File: src/rtl/div_unit.sv
// div_unit: 32-bit iterative restoring divider with RV32M DIV/DIVU/REM/REMU
// semantics. Fixed latency: accept, 32 CALC steps, one FIX step, one DONE cycle.
module div_unit (
  input  logic        clk_i,
  input  logic        rst_i,
  input  logic        start_i,
  input  logic [1:0]  op_i,
  input  logic [31:0] a_i,
  input  logic [31:0] b_i,
  output logic        busy_o,
  output logic        done_o,
  output logic [31:0] r_o
);

  typedef enum logic [1:0] {
    IDLE = 2'd0,
    CALC = 2'd1,
    FIX  = 2'd2,
    DONE = 2'd3
  } state_t;

  state_t      state_q, state_d;
  logic [4:0]  cnt_q, cnt_d;
  logic [31:0] rem_q, rem_d;     // partial remainder
  logic [31:0] quo_q, quo_d;     // dividend shifting out / quotient shifting in
  logic [31:0] dvs_q, dvs_d;     // magnitude of the divisor
  logic [31:0] a_q, a_d;         // raw dividend, needed for REM by zero
  logic [1:0]  op_q, op_d;
  logic        neg_q, neg_d;     // negate the selected result in FIX
  logic        dz_q, dz_d;       // divide by zero
  logic        ovf_q, ovf_d;     // signed overflow
  logic [31:0] r_q, r_d;

  logic        accept_s;
  logic        signed_op_s;
  logic [31:0] abs_a_s, abs_b_s;
  logic [32:0] shifted_s, diff_s;
  logic [31:0] res_s, fixed_s;

  assign busy_o = (state_q == CALC) || (state_q == FIX);
  assign done_o = (state_q == DONE);
  assign r_o    = r_q;

  // Operand preparation, one restoring step and sign/special-case correction.
  always_comb begin
    accept_s    = start_i && ((state_q == IDLE) || (state_q == DONE));
    signed_op_s = ~op_i[0];
    if (signed_op_s && a_i[31]) begin
      abs_a_s = 32'd0 - a_i;
    end else begin
      abs_a_s = a_i;
    end
    if (signed_op_s && b_i[31]) begin
      abs_b_s = 32'd0 - b_i;
    end else begin
      abs_b_s = b_i;
    end
    // A 33-bit subtract: bit 32 set means the trial went negative (borrow).
    shifted_s = {rem_q, quo_q[31]};
    diff_s    = shifted_s - {1'b0, dvs_q};
    if (op_q[1]) begin
      res_s = rem_q;
    end else begin
      res_s = quo_q;
    end
    if (dz_q) begin
      fixed_s = op_q[1] ? a_q : 32'hFFFF_FFFF;
    end else if (ovf_q) begin
      fixed_s = op_q[1] ? 32'h0000_0000 : 32'h8000_0000;
    end else if (neg_q) begin
      fixed_s = 32'd0 - res_s;
    end else begin
      fixed_s = res_s;
    end
  end

  // Next-state and datapath update for the IDLE/CALC/FIX/DONE sequence.
  always_comb begin
    state_d = state_q;
    cnt_d   = cnt_q;
    rem_d   = rem_q;
    quo_d   = quo_q;
    dvs_d   = dvs_q;
    a_d     = a_q;
    op_d    = op_q;
    neg_d   = neg_q;
    dz_d    = dz_q;
    ovf_d   = ovf_q;
    r_d     = r_q;
    case (state_q)
      IDLE, DONE: begin
        if (accept_s) begin
          state_d = CALC;
          cnt_d   = 5'd0;
          rem_d   = 32'd0;
          quo_d   = abs_a_s;
          dvs_d   = abs_b_s;
          a_d     = a_i;
          op_d    = op_i;
          neg_d   = signed_op_s && (op_i[1] ? a_i[31] : (a_i[31] ^ b_i[31]));
          dz_d    = (b_i == 32'd0);
          ovf_d   = signed_op_s && (a_i == 32'h8000_0000) && (b_i == 32'hFFFF_FFFF);
        end else begin
          state_d = IDLE;
        end
      end
      CALC: begin
        if (!diff_s[32]) begin
          rem_d = diff_s[31:0];
          quo_d = {quo_q[30:0], 1'b1};
        end else begin
          rem_d = shifted_s[31:0];
          quo_d = {quo_q[30:0], 1'b0};
        end
        cnt_d = cnt_q + 5'd1;
        if (cnt_q == 5'd31) begin
          state_d = FIX;
        end else begin
          state_d = CALC;
        end
      end
      FIX: begin
        r_d     = fixed_s;
        state_d = DONE;
      end
      default: begin
        state_d = IDLE;
      end
    endcase
  end

  // State register with synchronous reset taking priority over start_i.
  always_ff @(posedge clk_i) begin
    if (rst_i) begin
      state_q <= IDLE;
      cnt_q   <= 5'd0;
      rem_q   <= 32'd0;
      quo_q   <= 32'd0;
      dvs_q   <= 32'd0;
      a_q     <= 32'd0;
      op_q    <= 2'd0;
      neg_q   <= 1'b0;
      dz_q    <= 1'b0;
      ovf_q   <= 1'b0;
      r_q     <= 32'd0;
    end else begin
      state_q <= state_d;
      cnt_q   <= cnt_d;
      rem_q   <= rem_d;
      quo_q   <= quo_d;
      dvs_q   <= dvs_d;
      a_q     <= a_d;
      op_q    <= op_d;
      neg_q   <= neg_d;
      dz_q    <= dz_d;
      ovf_q   <= ovf_d;
      r_q     <= r_d;
    end
  end

endmodule
File: config.mk
export PLATFORM = sky130hd
export DESIGN_NAME = div_unit
export DESIGN_NICKNAME = d
export VERILOG_FILES = /design/src/rtl/div_unit.sv
export SDC_FILE = /design/constraint.sdc
export NUM_CORES = 1
export LEC_CHECK = 0
export ABC_AREA = 0
export CAP_MARGIN = 0
export CORE_UTILIZATION = 55
export DETAILED_ROUTE_END_ITERATION = 8
export GPL_TIMING_DRIVEN = 0
export PLACE_DENSITY_LB_ADDON = 0.08
export SLEW_MARGIN = 10
export SYNTH_ARGS = -nofsm -noshare
export SYNTH_HDL_FRONTEND = slang
export SYNTH_SLANG_ARGS = --single-unit
export TNS_END_PERCENT = 30
File: constraint.sdc
create_clock -name clk_i -period 6 [get_ports clk_i]
set_input_delay 0.9 -clock clk_i [delete_from_list [all_inputs] [get_ports clk_i]]
set_output_delay 0.9 -clock clk_i [all_outputs]
set_load 0.01 [all_outputs]
==> results.tsv, run 1 <==
stage	metric	value	unit
synth	top_reg_cell synth	dfxtp_1	
synth	mapped cell area	0.0111	mm²
timing	Max Clock Skew	0.0143	ns
floorplanning	initial core utilization	0.565	
routing	post-detailed-route count of antenna-violating nets	0	
critical_path	crit path launch type	flop	
timing	# setup viols final	0	
global_routing	largest net degree at the start of global routing	17	
floorplanning	Die X-Extent	144	µm
clock_network	total CTS buffers	17	
routing	wire length per cell	20.4	µm
clock_network	CTS tree	done	
place	port buffer count	102	
synth	Synthesis Warnings	0	
place	DP HPWL	29.7	mm
clock_network	H-tree levels	4	
clock_network	CTS Hold Bufs	0	
synth	synthesis-stage register bit count	171	
synth	Yosys top cell by area	dfxtp_1	
synth	Syn Inst Count	1489	
global_routing	total gr overflow	0	
timing	Final min period	5.42	ns
routing	drt via density	6.25	
routing	routed via count	11795	
floorplanning	die height	144	µm
clock_network	Post CTS Setup Buffer Count	0	
floorplanning	Core Region	0.0197	mm²
timing	Max Slew Vio Count	0	
layout	layout cell share with drive strength beyond 1	0.0400	
layout	nets	1721	
place	dpl cells	1856	
hold_path	hold crit path type	reg2reg	
layout	Finished Layout Cells	1888	
routing	first-iteration detailed-routing DRC count	1136	
clock_network	clock latency on the worst-skew pair	0.44	ns
floorplanning	die area	0.0208	mm²
timing	final-report hold violation count	0	
place	worst slack at placement	0.940	ns
layout	area delta synth->final	17.5	%
critical_path	crit path capture type	flop	
synth	post-synthesis sequential area ratio	0.308	
timing	unrepaired setup endpoints after global routing	no	
synth	top cell type's share of synthesized area	0.308	
synth	Synth area leaders	dfxtp_1 31%, nand2_1 7.6%, a21oi_1 6.4%	
synth	syn_area_per_cell	7.46	µm²
global_routing	via count of the first global-routing pass	10287	
timing	Worst-Margin Slew	1.14	ns
pwr	leakage	4.62	nW
synth	Cell variety after synth	65	
run_status	status	finished clean	
floorplanning	I/O pins	103	
place	routability cong.	0.976	
run	max cap viols	0	
global_routing	total track usage	0.373	
timing	fin crit share	0.904	
synth	EDFF count, synth	0	
timing	setup TNS	0	ns
synth	Async S/R FF share, synth	0	
timing	Max-slew headroom	0.223	
global_routing	first-pass GRT wire length	58.0	mm
routing	1st-pass router iterations	5	
timing	Worst Slack Setup Final	0.575	ns
clock_network	clk buf depth	2	
floorplanning	Rows	51	
critical_path	CP Data Arrival Time	5.72	ns
pwr	maximum VDD drop	0.000206	V
critical_path	CP required	6.29	ns
layout	diode count	0	
routing	Remaining DRCs	0	
routing	Final Routed Wirelength	38.4	mm
clock_network	Root Buffer	clkbuf_16	
synth	Synth Net Count	1600	
critical_path	WS Path Type	reg2reg	
global_routing	initial antenna violation count	0	
timing	Peak Freq	184	MHz
critical_path	maximum fanout along the worst path	10	
pwr	PwrDens	237	mW/mm²
clock_network	CTS resizes	0	
clock_network	Clock Sinks	171	
clock_network	CTS clk-pin slew, worst paths	0.07	ns
==> worst paths after layout <==
check,startpoint,endpoint,slack [ns],depth (start not counted)
worst min-delay path,r_o[23],r_o[23],0.44,2
worst min register to register,r_o[23],r_o[23],0.44,2
worst max register to register,op_q[1],r_o[22],0.58,16
worst max-delay path,op_q[1],r_o[22],0.58,16
==> metrics by stage <==
stage | hold slack (ns) | power, mW | utilization | instance area [µm²]
5_1_grt | 0.464 | 3.19 | 0.664 | 13000
6_report | 0.443 | 3.09 | 0.664 | 13000
4_1_cts | 0.445 | 3.06 | 0.664 | 13000
2_1_floorplan | 0.431 | 1.70 | - | 11100
3_3_place_gp | 0.434 | 1.94 | 0.634 | 12500
3_5_place_dp | 0.435 | 1.94 | 0.634 | 12500
==> sequential cells by signal (all words and copies together), names as in the netlist <==
name and count:
a_q 32, dvs_q 32, quo_q 32, r_o 32, rem_q 32, cnt_q 5, state_q 2, dz_q 1
neg_q 1, op_q 1, ovf_q 1
==> metal layers <==
metal	vias up	GRT usage	part of all wire
li1	5559	-	-
met1	5488	0.520	0.44
met2	637	0.547	0.42
met3	111	0.0861	0.10
met4	0	0.161	0.040
met5	-	0	0
==> cell usage in the layout, fill, tap and decap left out, types with 20 or more instances in the layout <==
| cell | instances |
|---|---|
| nand2_1 | 225 |
| dfxtp_1 | 171 |
| a21oi_1 | 143 |
| nor2_1 | 141 |
| o21ai_0 | 131 |
| clkdlybuf4s50_1 | 102 |
| clkbuf_1 | 76 |
| xnor2_1 | 56 |
| xor2_1 | 54 |
| inv_1 | 51 |
| ha_1 | 41 |
| mux2i_1 | 37 |
| nor3_1 | 31 |
| a311oi_1 | 29 |
| a211oi_1 | 27 |
| nand3_1 | 21 |
| o31ai_1 | 20 |
==> synth_stat cells, drive strengths merged (6+ instances only) <==
cell / number
nor2b: 9
nand2b: 17
o21ai: 135
o31ai: 21
dfxtp: 171
mux2i: 37
a21o: 11
nand4: 14
o211ai: 18
or4: 10
a31oi: 7
o41ai: 8
buf: 17
xor2: 54
a32oi: 9
nor4: 11
ha: 41
or3: 20
o21a: 7
a311oi: 29
nand3: 21
a2111oi: 7
clkbuf: 75
and3: 7
nor3: 31
inv: 51
nor2: 141
a21oi: 144
nand2: 225
or2: 6
a211oi: 27
xnor2: 56
==> area by class of cell <==
class                           instances  area, µm²
Inverter                               52        195
Sequential cell                       171       3420
Buffer                                 92        370
Fill cell                            1807       6610
Multi-Input combinational cell       1174       7120
Clock inverter                         14        158
Timing Repair Buffer                  102       1020
Tap cell                              265        332
Clock buffer                           18        429
==> cell families (layout without fill, tap and decap cells) <==
kind of cell,Yosys count,count (layout),synth area share
buffers and inverters,144,278,0.0509
adder cells (fa/ha/maj),42,42,0.0480
AND/OR/NAND/NOR,528,528,0.214
flip-flops,171,171,0.308
AO/OA/AOI/OAI,452,452,0.253
multiplexers,42,42,0.0384
XOR/XNOR,110,110,0.0868
==> where the power goes <==
part	leakage (nW)	internal, mW	switching, mW	total, mW
clock network	0.279	0.623	0.519	1.14
registers	1.40	1.19	0.0528	1.24
logic	2.94	0.260	0.441	0.701
total	4.62	2.07	1.01	3.09
==> worst max-delay path, stage by stage, from the launching register on <==
cell	delay [ns]
dfxtp_1	0.42
buf_6	0.18
buf_2	0.24
buf_2	0.29
buf_2	0.31
buf_2	0.34
buf_2	0.40
mux2i_1	0.54
ha_1	0.30
o211ai_1	0.16
nor4b_1	0.83
nand4_1	0.30
o21ai_0	0.28
xor2_1	0.29
nor2_1	0.10
o221ai_1	0.18
a21oi_1	0.09
Note: power is estimated with default switching activity, not from simulation.
==> inputs of run 2 (changes only) <==
--- a/config.mk
+++ b/config.mk
@@ -5,7 +5,6 @@
 export SDC_FILE = /design/constraint.sdc
 export NUM_CORES = 1
 export LEC_CHECK = 0
-export ABC_AREA = 0
 export CAP_MARGIN = 0
 export CORE_UTILIZATION = 55
 export DETAILED_ROUTE_END_ITERATION = 8
==> results of run 2 <==
No change in the layout: final DEF, timing and power equal those of run 1.
==> variant 1, RTL diff (settings of run 1) <==
Reset style: asynchronous (`rst_i`), changed in one clocked block. Comments in the files are not updated.
--- a/src/rtl/div_unit.sv
+++ b/src/rtl/div_unit.sv
@@ -130,7 +130,7 @@
   end
 
   // State register with synchronous reset taking priority over start_i.
-  always_ff @(posedge clk_i) begin
+  always_ff @(posedge clk_i or posedge rst_i) begin
     if (rst_i) begin
       state_q <= IDLE;
       cnt_q   <= 5'd0;
Function: differs if rst_i is asserted again (counterexample within 4 cycles, from zero or initial values and one cycle with rst_i high); with rst_i held inactive, the same outputs for 10 cycles.
==> variant 1 against run 1 <==
Sequential cell count stayed put; critical endpoint is now r_o[26]; largest cell class unchanged; setup slack better by 1.1 ns; cell area is 3.8% higher; critical path depth is 2 lower; wire length is 15% lower; maximum frequency is 26% higher; synthesized area is 4.1% higher.
Power is not compared: it rests on default switching activity, and its combinational part moved more than twofold at a synthesized area within 25%.
==> variant 1: results (changes against run 1) <==
Status
  • Status: completed (unchanged)

Cells and area
  • Non-CTS inverters: 59 (was 52)
  • Buffering overhead: 10.1% (was 10.7%)
  • Count of multi-input gates: 1,065 (was 1,174)
  • Ant. Diodes: 1 (was 0)
  • Cell Count, Final, Fillers Out: 1,773 (was 1,888)
  • Number of non-clock buffers: 175 (was 194)
  • Clock buf/inv share: 4.30% (was 4.50%)
  • P&R area growth vs syn: 17.1% (was 17.5%)
  • Reg area: 0.00428 sq mm (was 0.00342 sq mm)
  • Multi-input combinational area share: 49.8% (was 54.6%)
  • Net count, final: 1,600 (was 1,721)
  • Fillers: 1,823 (was 1,807)
  • Seq area share: 31.6% (was 26.2%)
  • FF+latch count: 171 (unchanged)

Detailed routing
  • WL/cell: 18.5 microns (was 20.4 microns)
  • Drt first-iter violations: 748 (was 1,136)
  • Drt first pass iters: 8 (was 5)
  • Post-DR vias/cell: 5.92 (was 6.25)

Critical path
  • CP peak stage delay: 0.61 ns (was 0.83 ns)
  • Reg2reg start: op_q[1] (unchanged)
  • Critical path arrival: 4.67 ns (was 5.72 ns)
  • Slowest CP cell: buf_1 (was nor4b_1)
  • FF-to-FF setup slack: 1.69 ns (was 0.58 ns)
  • Reg2reg end: r_o[26] (was r_o[22])
  • R2r worst-path depth: 14 (was 16)

Synth
  • Synthesized instance count: 1,367 (was 1,489)
  • Distinct cell type count after synthesis: 76 (was 65)
  • Sequential-to-total area share from yosys stat: 37.0% (was 30.8%)
  • Synth Area in Compound Gates: 21.2% (was 25.3%)
  • Largest area contributor in the netlist: dfrtp_1 (was dfxtp_1)
  • Syn nets: 1,478 (was 1,600)
  • Mux cell area share after synthesis: 7.64% (was 3.84%)
  • Top cells by count, synth: dfrtp_1, nand2_1, o21ai_0 (was nand2_1, dfxtp_1, a21oi_1)
  • Post-Synth XOR/XNOR Area: 7.95% (was 8.68%)
  • Adder-cell share of the synthesized area: 4.61% (was 4.80%)
  • Synth area leaders: dfrtp_1, o21ai_0, nand2_1, ha_1, mux2i_1 (was dfxtp_1, nand2_1, a21oi_1, o21ai_0, nor2_1)

Global routing
  • Gr usage total: 31.0% (was 37.3%)
  • Largest net degree at the start of global routing: 120 (was 17)
  • Initial antenna violation count: 1 (was 0)
  • Via count of the first global-routing pass: 9,766 (was 10,300)

Place
  • GP Congestion: 0.961 (was 0.976)
  • HPWL after DPL: 25,700 microns (was 29,700 microns)
  • Dpl cells: 1,740 (was 1,856)
  • Area after DPL: 0.0130 sq mm (was 0.0125 sq mm)

Min path
  • Worst Hold End: dvs_q[5] (was r_o[23])

Timing
  • Slew headroom: 42.9% (was 22.3%)
  • Setup Skew: 0.0106 ns (was 0.0143 ns)
-- variant 1: cell count changes after synthesis, moves of 22 or more --
cell      before  now
nor2_1       141  107
a211oi_1      27    5
a31oi_1        7   33
o21ai_1        4   35
dfxtp_1      171    0
nand2_1      225  171
a311oi_1      29    1
mux2_2         5   34
dfrtp_1        0  171
a21oi_1      143   96
-- variant 1: worst max path at each step --
stage                        from  endpoint  slack, ns
after global routing      op_q[1]   r_o[26]       1.51
after floorplan             rst_i    a_q[0]       0.47
final                     op_q[1]   r_o[26]       1.69
after CTS                 op_q[1]   r_o[26]       1.74
after global placement      rst_i   r_o[30]      -1.71
after detailed placement  op_q[1]   r_o[26]       1.75
-- variant 1: through the flow --
stage / hold slack (ns) / setup WS (ns)
2_1_floorplan: 0.445 / 0.468
3_3_place_gp: 0.464 / -1.71
3_5_place_dp: 0.469 / 1.75
4_1_cts: 0.486 / 1.74
5_1_grt: 0.505 / 1.51
6_report: 0.484 / 1.69
-- variant 1: worst register-to-register path, cell delays in order (launching register included) --
cell	delay (ns)
dfrtp_1	0.34
buf_4	0.19
buf_4	0.22
buf_2	0.29
buf_1	0.62
mux2i_1	0.54
ha_1	0.32
o221ai_1	0.26
nand3b_1	0.30
o21ai_1	0.24
nand2_1	0.12
a21oi_1	0.22
xor2_1	0.29
nand2_1	0.10
a31oi_1	0.19
-- variant 1: metal layers --
| metal | vias to the layer above | routed length, microns | global-route usage [%] |
|---|---|---|---|
| met4 | 0 | 922 | 11.3 |
| met1 | 4915 | 14500 | 40.6 |
| met3 | 58 | 1920 | 4.38 |
| met5 | - | 0 | 0 |
| li1 | 5123 | - | - |
| met2 | 395 | 15400 | 52.3 |
==> variant 2, RTL diff (settings of run 1) <==
Without the edit above. Register the inputs `start_i`, `op_i`, `a_i` and `b_i` before use. The logic sees them one clock later.
--- a/src/rtl/div_unit.sv
+++ b/src/rtl/div_unit.sv
@@ -18,6 +18,18 @@
     FIX  = 2'd2,
     DONE = 2'd3
   } state_t;
+
+  logic start_q;
+  logic [1:0] op_r;
+  logic [31:0] a_r;
+  logic [31:0] b_q;
+
+  always_ff @(posedge clk_i) begin
+    start_q <= start_i;
+    op_r    <= op_i;
+    a_r     <= a_i;
+    b_q     <= b_i;
+  end
 
   state_t      state_q, state_d;
   logic [4:0]  cnt_q, cnt_d;
@@ -43,17 +55,17 @@
 
   // Operand preparation, one restoring step and sign/special-case correction.
   always_comb begin
-    accept_s    = start_i && ((state_q == IDLE) || (state_q == DONE));
-    signed_op_s = ~op_i[0];
-    if (signed_op_s && a_i[31]) begin
-      abs_a_s = 32'd0 - a_i;
+    accept_s    = start_q && ((state_q == IDLE) || (state_q == DONE));
+    signed_op_s = ~op_r[0];
+    if (signed_op_s && a_r[31]) begin
+      abs_a_s = 32'd0 - a_r;
     end else begin
-      abs_a_s = a_i;
+      abs_a_s = a_r;
     end
-    if (signed_op_s && b_i[31]) begin
-      abs_b_s = 32'd0 - b_i;
+    if (signed_op_s && b_q[31]) begin
+      abs_b_s = 32'd0 - b_q;
     end else begin
-      abs_b_s = b_i;
+      abs_b_s = b_q;
     end
     // A 33-bit subtract: bit 32 set means the trial went negative (borrow).
     shifted_s = {rem_q, quo_q[31]};
@@ -95,11 +107,11 @@
           rem_d   = 32'd0;
           quo_d   = abs_a_s;
           dvs_d   = abs_b_s;
-          a_d     = a_i;
-          op_d    = op_i;
-          neg_d   = signed_op_s && (op_i[1] ? a_i[31] : (a_i[31] ^ b_i[31]));
-          dz_d    = (b_i == 32'd0);
-          ovf_d   = signed_op_s && (a_i == 32'h8000_0000) && (b_i == 32'hFFFF_FFFF);
+          a_d     = a_r;
+          op_d    = op_r;
+          neg_d   = signed_op_s && (op_r[1] ? a_r[31] : (a_r[31] ^ b_q[31]));
+          dz_d    = (b_q == 32'd0);
+          ovf_d   = signed_op_s && (a_r == 32'h8000_0000) && (b_q == 32'hFFFF_FFFF);
         end else begin
           state_d = IDLE;
         end
Behaviour: not the same (a bounded check fails within 4 cycles, from zero or initial values and one cycle with rst_i high).
==> variant 2 against run 1 <==
Die area up 16%; sequential cell count increased by 67; critical path depth shrank 2; wire length rose by 8.7%; power grew 29%; sequential share of layout area grew 5.2 points; combinational power is 11% lower; hold slack improved by 0.0087 ns; cell area grew 16%; clock power up 43%; setup slack gained 0.59 ns; synthesized area rose by 16%.
==> variant 2: results (changes against run 1) <==
Global routing
  • Via count of the first global-routing pass: 11,600 (was 10,300)
  • Largest net degree at the start of global routing: 16 (was 17)
  • Initial antenna violation count: 3 (was 0)
  • Gr usage total: 34.5% (was 37.3%)
  • First-pass GRT wire length: 64,900 microns (was 58,000 microns)

Cells and area
  • Net count, final: 1,849 (was 1,721)
  • Layout cells sized above 1: 5.52% (was 4.00%)
  • Fillers: 2,046 (was 1,807)

Critical path
  • FF-to-FF setup slack: 1.16 ns (was 0.58 ns)
  • Crit-path max FO: 10 (unchanged)
  • Slowest CP cell: nor4b_2 (was nor4b_1)
  • R2r worst-path depth: 14 (was 16)
  • Critical path arrival: 5.28 ns (was 5.72 ns)
  • Crit path capture: r_o[30] (was r_o[22])
  • CP peak stage delay: 0.67 ns (was 0.83 ns)

Min path
  • HP Start: a_q[11] (was r_o[23])
  • Worst Hold End: a_q[11] (was r_o[23])
  • Hold Crit Class: flip-flop to flip-flop (unchanged)

CTS
  • Clk_lat worst skew: 0.55 ns (was 0.44 ns)
  • H-tree levels: 1 (was 4)
  • # Post-CTS Setup Buffers: 0 (unchanged)
  • Clk slew on worst S/H paths: roughly 0.060 ns
  • CTS Buffer Depth: 3 (was 2)
  • CTS buffer count: 26 (was 17)

Detailed routing
  • Drt first pass iters: 6 (was 5)
  • Drt first-iter violations: 1,339 (was 1,136)
  • Post-Route WL: 41,800 microns (was 38,400 microns)
  • WL/cell: 20.2 microns (was 20.4 microns)
  • Via count: 12,700 (was 11,800)

Timing
  • Min Hold Slack: 0.452 ns (was 0.443 ns)
  • Tightest Pin Transition: 1.18 ns (was 1.14 ns)
  • Setup Skew: 0.0210 ns (was 0.0143 ns)

Power
  • Int Pwr: 2.83 mW (was 2.07 mW)
  • Static Leak: 5.53 nW (was 4.62 nW)
  • Power share of the combinational group: 15.7% (was 22.7%)
  • Peak supply drop: 0.000236 V (was 0.000206 V)
  • Clk power: 1.63 mW (was 1.14 mW)
  • Sw Share: 29.1% (was 32.8%)

Synth
  • Synth area leaders: dfxtp_1, nand2_1, a21oi_1, ha_1, xnor2_1 (was dfxtp_1, nand2_1, a21oi_1, o21ai_0, nor2_1)
  • Top cells by count, synth: nand2_1, dfxtp_1, nor2_1 (was nand2_1, dfxtp_1, a21oi_1)
  • Sequential-to-total area share from yosys stat: 37.0% (was 30.8%)
  • Mux cell area share after synthesis: 2.51% (was 3.84%)
  • Synth Area in Compound Gates: 24.1% (was 25.3%)
  • Post-Synth XOR/XNOR Area: 6.87% (was 8.68%)
  • Distinct cell type count after synthesis: 72 (was 65)
  • Avg Cell Area, Syn: 8.00 sq um (was 7.46 sq um)
  • Syn nets: 1,719 (was 1,600)
  • Adder-cell share of the synthesized area: 4.14% (was 4.80%)

Place
  • GP Congestion: 0.946 (was 0.976)
  • HPWL after DPL: 31,800 microns (was 29,700 microns)
  • Dpl cells: 2,023 (was 1,856)

Status
  • Status: completed (unchanged)
variant 2: per-stage QoR:
| step | worst slack, ns | area [sq um] |
|---|---|---|
| after floorplan | 2.67 | 12900 |
| after global placement | 1.40 | 14300 |
| after detailed placement | 1.38 | 14300 |
| after CTS | 1.38 | 15200 |
| after global routing | 1.03 | 15200 |
| final | 1.16 | 15200 |
variant 2: layout make-up:
class	count	area [sq um]	share of cell area (%)
Buffer	102	433	2.85
Clock buffer	30	706	4.65
Clock inverter	18	181	1.20
Inverter	52	195	1.29
Multi-Input combinational cell	1216	7480	49.3
Sequential cell	238	4760	31.4
Tap cell	313	392	2.58
Timing Repair Buffer	102	1020	6.73
variant 2: routing by layer:
layer | routed length, microns | part of all wire, % | track usage (%)
met5 | 0 | 0 | 0
met4 | 1160 | 2.8 | 10.2
met3 | 3920 | 9.4 | 5.71
met2 | 18200 | 44 | 53.5
met1 | 18500 | 44 | 49.0
